## src/rtl/spi_reg_slave_if.sv

```systemverilog
// Register-bank side of spi_reg_slave: address, write data/strobe, read strobe/data.
`timescale 1ns/1ps
interface spi_reg_slave_if #(
  parameter int ADDR_W = 7,
  parameter int DATA_W = 32
);
  logic [ADDR_W-1:0] reg_addr;
  logic [DATA_W-1:0] reg_wdata;
  logic              reg_write;
  logic              reg_read;
  logic [DATA_W-1:0] reg_rdata;

  modport master (output reg_addr, reg_wdata, reg_write, reg_read, input reg_rdata);
  modport slave  (input reg_addr, reg_wdata, reg_write, reg_read, output reg_rdata);
endinterface

```

## src/rtl/spi_reg_slave.sv

```systemverilog
// SPI (mode 0/3) slave bridging to a register bank, fully in the clk domain.
// Define SPI_REG_BURST_EN for auto-incrementing multi-word bursts; otherwise one word per frame.
`timescale 1ns/1ps
module spi_reg_slave #(
  parameter int ADDR_W      = 7,
  parameter int DATA_W      = 32,
  parameter int CPOL        = 0,
  parameter int SYNC_STAGES = 2
) (
  input  logic            clk,
  input  logic            rst_n,
  input  logic            spi_sclk,
  input  logic            spi_mosi,
  input  logic            spi_cs_n,
  output logic            spi_miso,
  output logic            spi_miso_oe,
  spi_reg_slave_if.master bus,
  output logic            busy,
  output logic            frame_err
);
  localparam int HDR_LEN = 1 + ADDR_W;
  localparam int SH_W    = (HDR_LEN > DATA_W) ? HDR_LEN : DATA_W;
  localparam int CNT_W   = $clog2(SH_W);

  typedef enum logic [2:0] {IDLE, HDR, WDATA, RDATA, DONE} state_t;

  state_t state, state_nxt;

  logic [SYNC_STAGES-1:0] sclk_sync, mosi_sync, cs_sync;
  logic                   sclk_d;
  logic                   sclk_s, mosi_s, cs_s;
  logic                   rise, fall;
  logic                   hdr_last, word_last, abort;
  logic [CNT_W-1:0]       bit_cnt;
  logic [SH_W-1:0]        rx_shift;
  logic [DATA_W-1:0]      tx_shift;
  logic [HDR_LEN-1:0]     hdr_word;
  logic [DATA_W-1:0]      rx_word;
  logic                   rd_pend;

  // sclk chain resets to the idle level so neither reset nor CS assertion looks like an edge
  always_ff @(posedge clk or negedge rst_n) begin
    if (!rst_n) begin
      sclk_sync <= {SYNC_STAGES{1'(CPOL)}};
      mosi_sync <= '0;
      cs_sync   <= '1;
      sclk_d    <= 1'(CPOL);
    end else begin
      sclk_sync <= {sclk_sync[SYNC_STAGES-2:0], spi_sclk};
      mosi_sync <= {mosi_sync[SYNC_STAGES-2:0], spi_mosi};
      cs_sync   <= {cs_sync[SYNC_STAGES-2:0], spi_cs_n};
      sclk_d    <= sclk_sync[SYNC_STAGES-1];
    end
  end

  assign sclk_s = sclk_sync[SYNC_STAGES-1];
  assign mosi_s = mosi_sync[SYNC_STAGES-1];
  assign cs_s   = cs_sync[SYNC_STAGES-1];
  assign busy   = ~cs_s;

  assign rise = ~cs_s & sclk_s & ~sclk_d;
  assign fall = ~cs_s & ~sclk_s & sclk_d;

  assign hdr_word  = {rx_shift[HDR_LEN-2:0], mosi_s};
  assign rx_word   = {rx_shift[DATA_W-2:0], mosi_s};
  assign hdr_last  = (state == HDR) && rise && (bit_cnt == CNT_W'(HDR_LEN-1));
  assign word_last = ((state == WDATA) || (state == RDATA)) && rise &&
                     (bit_cnt == CNT_W'(DATA_W-1));
  assign abort     = cs_s && (state inside {HDR, WDATA, RDATA}) &&
                     ((state == HDR) || (bit_cnt != '0));

  assign spi_miso_oe = (state == RDATA);

  always_ff @(posedge clk or negedge rst_n) begin
    if (!rst_n) state <= IDLE;
    else        state <= state_nxt;
  end

  always_comb begin
    state_nxt = state;
    case (state)
      IDLE:  if (!cs_s) state_nxt = HDR;
      HDR:   if (hdr_last) state_nxt = hdr_word[ADDR_W] ? RDATA : WDATA;
`ifndef SPI_REG_BURST_EN
      WDATA: if (word_last) state_nxt = DONE;
      RDATA: if (word_last) state_nxt = DONE;
`endif
      default: state_nxt = state;
    endcase
    if (cs_s) state_nxt = IDLE;
  end

  always_ff @(posedge clk or negedge rst_n) begin
    if (!rst_n) begin
      bit_cnt       <= '0;
      rx_shift      <= '0;
      tx_shift      <= '0;
      rd_pend       <= 1'b0;
      spi_miso      <= 1'b0;
      frame_err     <= 1'b0;
      bus.reg_addr  <= '0;
      bus.reg_wdata <= '0;
      bus.reg_write <= 1'b0;
      bus.reg_read  <= 1'b0;
    end else begin
      bus.reg_write <= 1'b0;
      bus.reg_read  <= 1'b0;
      frame_err     <= abort;
      rd_pend       <= bus.reg_read;

      if (cs_s) begin
        bit_cnt <= '0;
      end else if (rise && (state inside {HDR, WDATA, RDATA})) begin
        rx_shift <= {rx_shift[SH_W-2:0], mosi_s};
        bit_cnt  <= (hdr_last || word_last) ? '0 : bit_cnt + 1'b1;
      end

      if (hdr_last) begin
        bus.reg_addr <= hdr_word[ADDR_W-1:0];
        bus.reg_read <= hdr_word[ADDR_W];
      end

      if (word_last && (state == WDATA)) begin
        bus.reg_wdata <= rx_word;
        bus.reg_write <= 1'b1;
      end

`ifdef SPI_REG_BURST_EN
      // writes bump the address one cycle after the strobe so the strobe sees the old address
      if (bus.reg_write) bus.reg_addr <= bus.reg_addr + 1'b1;
      if (word_last && (state == RDATA)) begin
        bus.reg_addr <= bus.reg_addr + 1'b1;
        bus.reg_read <= 1'b1;
      end
`endif

      if (rd_pend)
        tx_shift <= bus.reg_rdata;
      else if (fall && (state == RDATA) && (bit_cnt != '0))
        tx_shift <= {tx_shift[DATA_W-2:0], 1'b0};

      spi_miso <= (state == RDATA) ? tx_shift[DATA_W-1] : 1'b0;
    end
  end
endmodule
```

## src/flat_wrapper.sv

```systemverilog
// flat-port wrapper written by rule: the top's interface ports become plain ports
module spi_reg_slave_flat 
#(
  parameter int ADDR_W      = 7,
  parameter int DATA_W      = 32,
  parameter int CPOL        = 0,
  parameter int SYNC_STAGES = 2
)
  (clk, rst_n, spi_sclk, spi_mosi, spi_cs_n, spi_miso, spi_miso_oe, busy, frame_err, bus_reg_addr, bus_reg_wdata, bus_reg_write, bus_reg_read, bus_reg_rdata);
  spi_reg_slave_if #(.ADDR_W(ADDR_W), .DATA_W(DATA_W)) bus_i ();
  input  logic clk;
  input  logic rst_n;
  input  logic spi_sclk;
  input  logic spi_mosi;
  input  logic spi_cs_n;
  output logic spi_miso;
  output logic spi_miso_oe;
  output logic busy;
  output logic frame_err;
  output wire logic [$bits(bus_i.reg_addr)-1:0] bus_reg_addr;
  output wire logic [$bits(bus_i.reg_wdata)-1:0] bus_reg_wdata;
  output wire logic [$bits(bus_i.reg_write)-1:0] bus_reg_write;
  output wire logic [$bits(bus_i.reg_read)-1:0] bus_reg_read;
  input wire logic [$bits(bus_i.reg_rdata)-1:0] bus_reg_rdata;
  assign bus_reg_addr = bus_i.reg_addr;
  assign bus_reg_wdata = bus_i.reg_wdata;
  assign bus_reg_write = bus_i.reg_write;
  assign bus_reg_read = bus_i.reg_read;
  assign bus_i.reg_rdata = bus_reg_rdata;
  spi_reg_slave #(.ADDR_W(ADDR_W), .DATA_W(DATA_W), .CPOL(CPOL), .SYNC_STAGES(SYNC_STAGES)) u_core (.clk(clk), .rst_n(rst_n), .spi_sclk(spi_sclk), .spi_mosi(spi_mosi), .spi_cs_n(spi_cs_n), .spi_miso(spi_miso), .spi_miso_oe(spi_miso_oe), .bus(bus_i), .busy(busy), .frame_err(frame_err));
endmodule
```

## config.mk

```make
export PLATFORM = sky130hd
export DESIGN_NAME = spi_reg_slave_flat
export DESIGN_NICKNAME = d
export VERILOG_FILES = /design/src/rtl/spi_reg_slave_if.sv /design/src/rtl/spi_reg_slave.sv /design/src/flat_wrapper.sv
export SDC_FILE = /design/constraint.sdc
export NUM_CORES = 1
export LEC_CHECK = 0
export CAP_MARGIN = 20
export CELL_PAD_IN_SITES_DETAIL_PLACEMENT = 0
export CELL_PAD_IN_SITES_GLOBAL_PLACEMENT = 1
export CORE_UTILIZATION = 36
export CTS_BUF_LIST = sky130_fd_sc_hd__clkbuf_16
export DETAILED_ROUTE_END_ITERATION = 16
export GPL_TIMING_DRIVEN = 0
export PLACE_DENSITY_LB_ADDON = 0.1
export SYNTH_ARGS = -nofsm -noshare
export SYNTH_HDL_FRONTEND = slang
export SYNTH_SLANG_ARGS = --single-unit
```

## constraint.sdc

```tcl
create_clock -name clk -period 5.6 [get_ports clk]
set_input_delay 1.12 -clock clk [delete_from_list [all_inputs] [get_ports clk]]
set_output_delay 1.12 -clock clk [all_outputs]
set_load 0.01 [all_outputs]
```

==> metrics.txt <==
status finished clean; TritonCTS Buffers 17; GP Congestion ~0.78; DRT Wirelength roughly 10,000 um; global-route wire length before repair around 17,000 um; CP max-delay cell dfstp_2; PwrDens approximately 290 mW/mm^2; Layout area overhead 31.76%; DR pass1 iterations 5; # Max-Cap Violations 0; final-report setup violation count 0; sequential-to-total area share from yosys stat about three fifths; total gr overflow 0; I/O pin total 82; CTS Hold Bufs 0; fin area between 0.006 and 0.007 mm^2; Post-DP Area just over 0.006 mm^2; Worst EP required 4.48 ns; DR iter-0 viols 170; vias in the first global route between 3,000 and 4,000; Fmax 0.3316 GHz; post-route ant nets 0; Core Area 0.01383 mm^2; row count 43; syn avg cell area around 11 um^2; CTS tree built; Wirelength per Cell roughly 14 um; post-CTS setup buffers 0; worst min-delay path class reg2reg; crit end category primary output; gr usage total between 10% and 20%; Worst-Skew Late Latency about 0.4 ns; FFs w/ async S/R, synth 100.0%; count of cell types in the netlist 39; Yosys warning count 0; Final Critical Period 3.016 ns; Mapped Nets approximately 490; leak pwr ~2.9 nW; die area roughly 0.015 mm^2; Cell Area, Synth around 0.0051 mm^2; synthesized instance count around 450; synth cell count leaders nand2_1, dfrtp_1, mux2_2; crit-path max FO 10; Die X between 100 and 150 um; # clock sinks 122; Starting Density between 30% and 40%; cell taking the most area after synthesis dfrtp_1; Setup TNS 0 ns; largest net degree at the start of global routing 97; Vias/cell 4.600; antenna cell count 0; largest stage delay on the critical path around 0.55 ns; Max IR drop VDD about 0.18 mV; Synth Flop Type dfrtp_1; post-route clock period utilization a little over half; htree depth 4; worst path bufs/invs 3; startpoint types flop; Hold Fails Final Rpt 0; Slew headroom 58.07%; port bufs 81; most common cell in the netlist nand2_1; Post-route DRC 0; NumNets Final about 590; CTS Root Cell clkbuf_16; HPWL after DPL ~7000 um; CP arrival 1.90 ns; Top delay family on crit path buffers and inverters; Slew Viols, Final 0; share of the synthesized area in the top cell type between 50 and 60%; share of layout cells above drive strength 1 16.93%; Clock Path Buffers 2; Post-synth EDFFs 0; Clk pin slew, worst setup/hold paths 0.05 ns; Least-Margin Pin Slew between 0.6 and 0.7 ns; CP Cell Sequence buf_2 -> inv_1 -> clkdlybuf4s50_1; die height between 100 and 150 um; initial antenna violation count 0; Yosys reg bits about 120; Clock Skews between 0.006 and 0.007 ns; via count about 3,400; RSZ-0062 raised after global routing no; PostCTS Resize Cnt 0; ranking of synthesized cells by area dfrtp_1, nand2_1, mux2_2; critical setup path kind reg2out
## worst paths after layout
path,startpoint,endpoint,slack (ns),cells after the start
max in group asynchronous,rst_n,u_core.tx_shift[26]$_DFFE_PN0P_,4.28,2
worst max-delay path,u_core.cs_sync[1]$_DFF_PN1_,busy,2.58,3
worst min register to register,u_core.cs_sync[0]$_DFF_PN1_,u_core.cs_sync[1]$_DFF_PN1_,0.36,0
worst max register to register,u_core.bit_cnt[0]$_DFFE_PN0P_,u_core.bus.reg_wdata[8]$_DFFE_PN0P_,3.08,8
worst min-delay path,u_core.cs_sync[0]$_DFF_PN1_,u_core.cs_sync[1]$_DFF_PN1_,0.36,0
min in group asynchronous,rst_n,u_core.sclk_sync[1]$_DFF_PN0_,0.57,1
## cells by family (layout without fill, tap and decap cells)
group           Yosys count  after routing  synth area share [%]
buf+inv                  29            143                 3.090
compound gates           16             16                 2.256
simple gates            215            215                 19.74
mux                      68             68                 14.30
fa+ha+maj                 3              3                0.7357
flops                   122            122                 59.88
## stage by stage
step / total power [mW] / hold slack [ns] / setup WS, ns / instances / utilization (%)
3_5_place_dp: 0.9935 / 0.3402 / 2.997 / 715 / 44.60
4_1_cts: 2.019 / 0.3614 / 2.541 / 747 / 48.62
2_1_floorplan: 0.9363 / 0.3312 / 3.451 / 453 / -
5_1_grt: 2.064 / 0.3624 / 2.484 / 747 / 48.62
6_report: 1.982 / 0.3577 / 2.584 / 747 / 48.62
3_3_place_gp: 0.9902 / 0.3338 / -1.537 / 714 / 44.39
## layout by cell type, fill, tap and decap left out, types with 2 or more instances in the layout
cell type	n
mux2i_1	29
inv_1	7
ha_1	3
and2_1	2
nor2b_1	32
dfrtp_1	120
clkinv_4	4
mux2_2	39
clkdlybuf4s50_1	80
nand2b_1	2
nand2_1	153
buf_6	5
clkbuf_16	17
buf_2	6
a21oi_1	4
nor2_1	7
nor3_1	3
dfstp_2	2
clkinvlp_4	5
buf_4	3
clkinv_2	3
o21ai_0	4
a221o_1	2
o32ai_1	2
a31o_2	2
clkbuf_1	10
## metal layers
metal	vias to the layer above	part of all wire (%)	GRT usage [%]
met5	-	0	0
met2	64	46	24.00
met4	0	1.9	7.870
li1	1704	-	-
met1	1651	47	20.11
met3	17	5.7	5.169
## worst reg2reg max path: cells and delay by family (launching register included)
family                   cells  cell delay [ns]
adder cells (fa/ha/maj)      2             0.43
buffers and inverters        1             0.26
flip-flops                   1             0.40
multiplexers                 1             0.35
AND/OR/NAND/NOR              4             0.97
## area by class of cell
type | instances | area (um^2)
plain buffers | 23 | 135.1
multi-input cells | 302 | 1889
clock buffers | 17 | 425.4
well taps | 180 | 225.2
repair buffers | 82 | 839.6
fillers | 1255 | 7104
inverters | 6 | 22.52
clock inverters | 15 | 130.1
flip-flops and latches | 122 | 3055
## sequential cells by signal, indices dropped and copies added, names as in the netlist
signal	cells
u_core.tx_shift	32
u_core.bus.reg_wdata	32
u_core.sclk_sync	2
u_core.cs_sync	2
u_core.spi_miso	1
u_core.mosi_sync	2
u_core.bit_cnt	5
u_core.bus.reg_read	1
u_core.frame_err	1
u_core.bus.reg_write	1
u_core.rd_pend	1
u_core.sclk_d	1
u_core.state	3
u_core.rx_shift	31
u_core.bus.reg_addr	7
## where the power goes
group	internal (mW)	total [mW]	leakage, nW	switching [mW]
registers	0.895	0.908	1.52	0.0127
clock network	0.607	1.01	0.262	0.400
logic	0.0328	0.0673	1.11	0.0345
(Power assumes the default switching activity.)
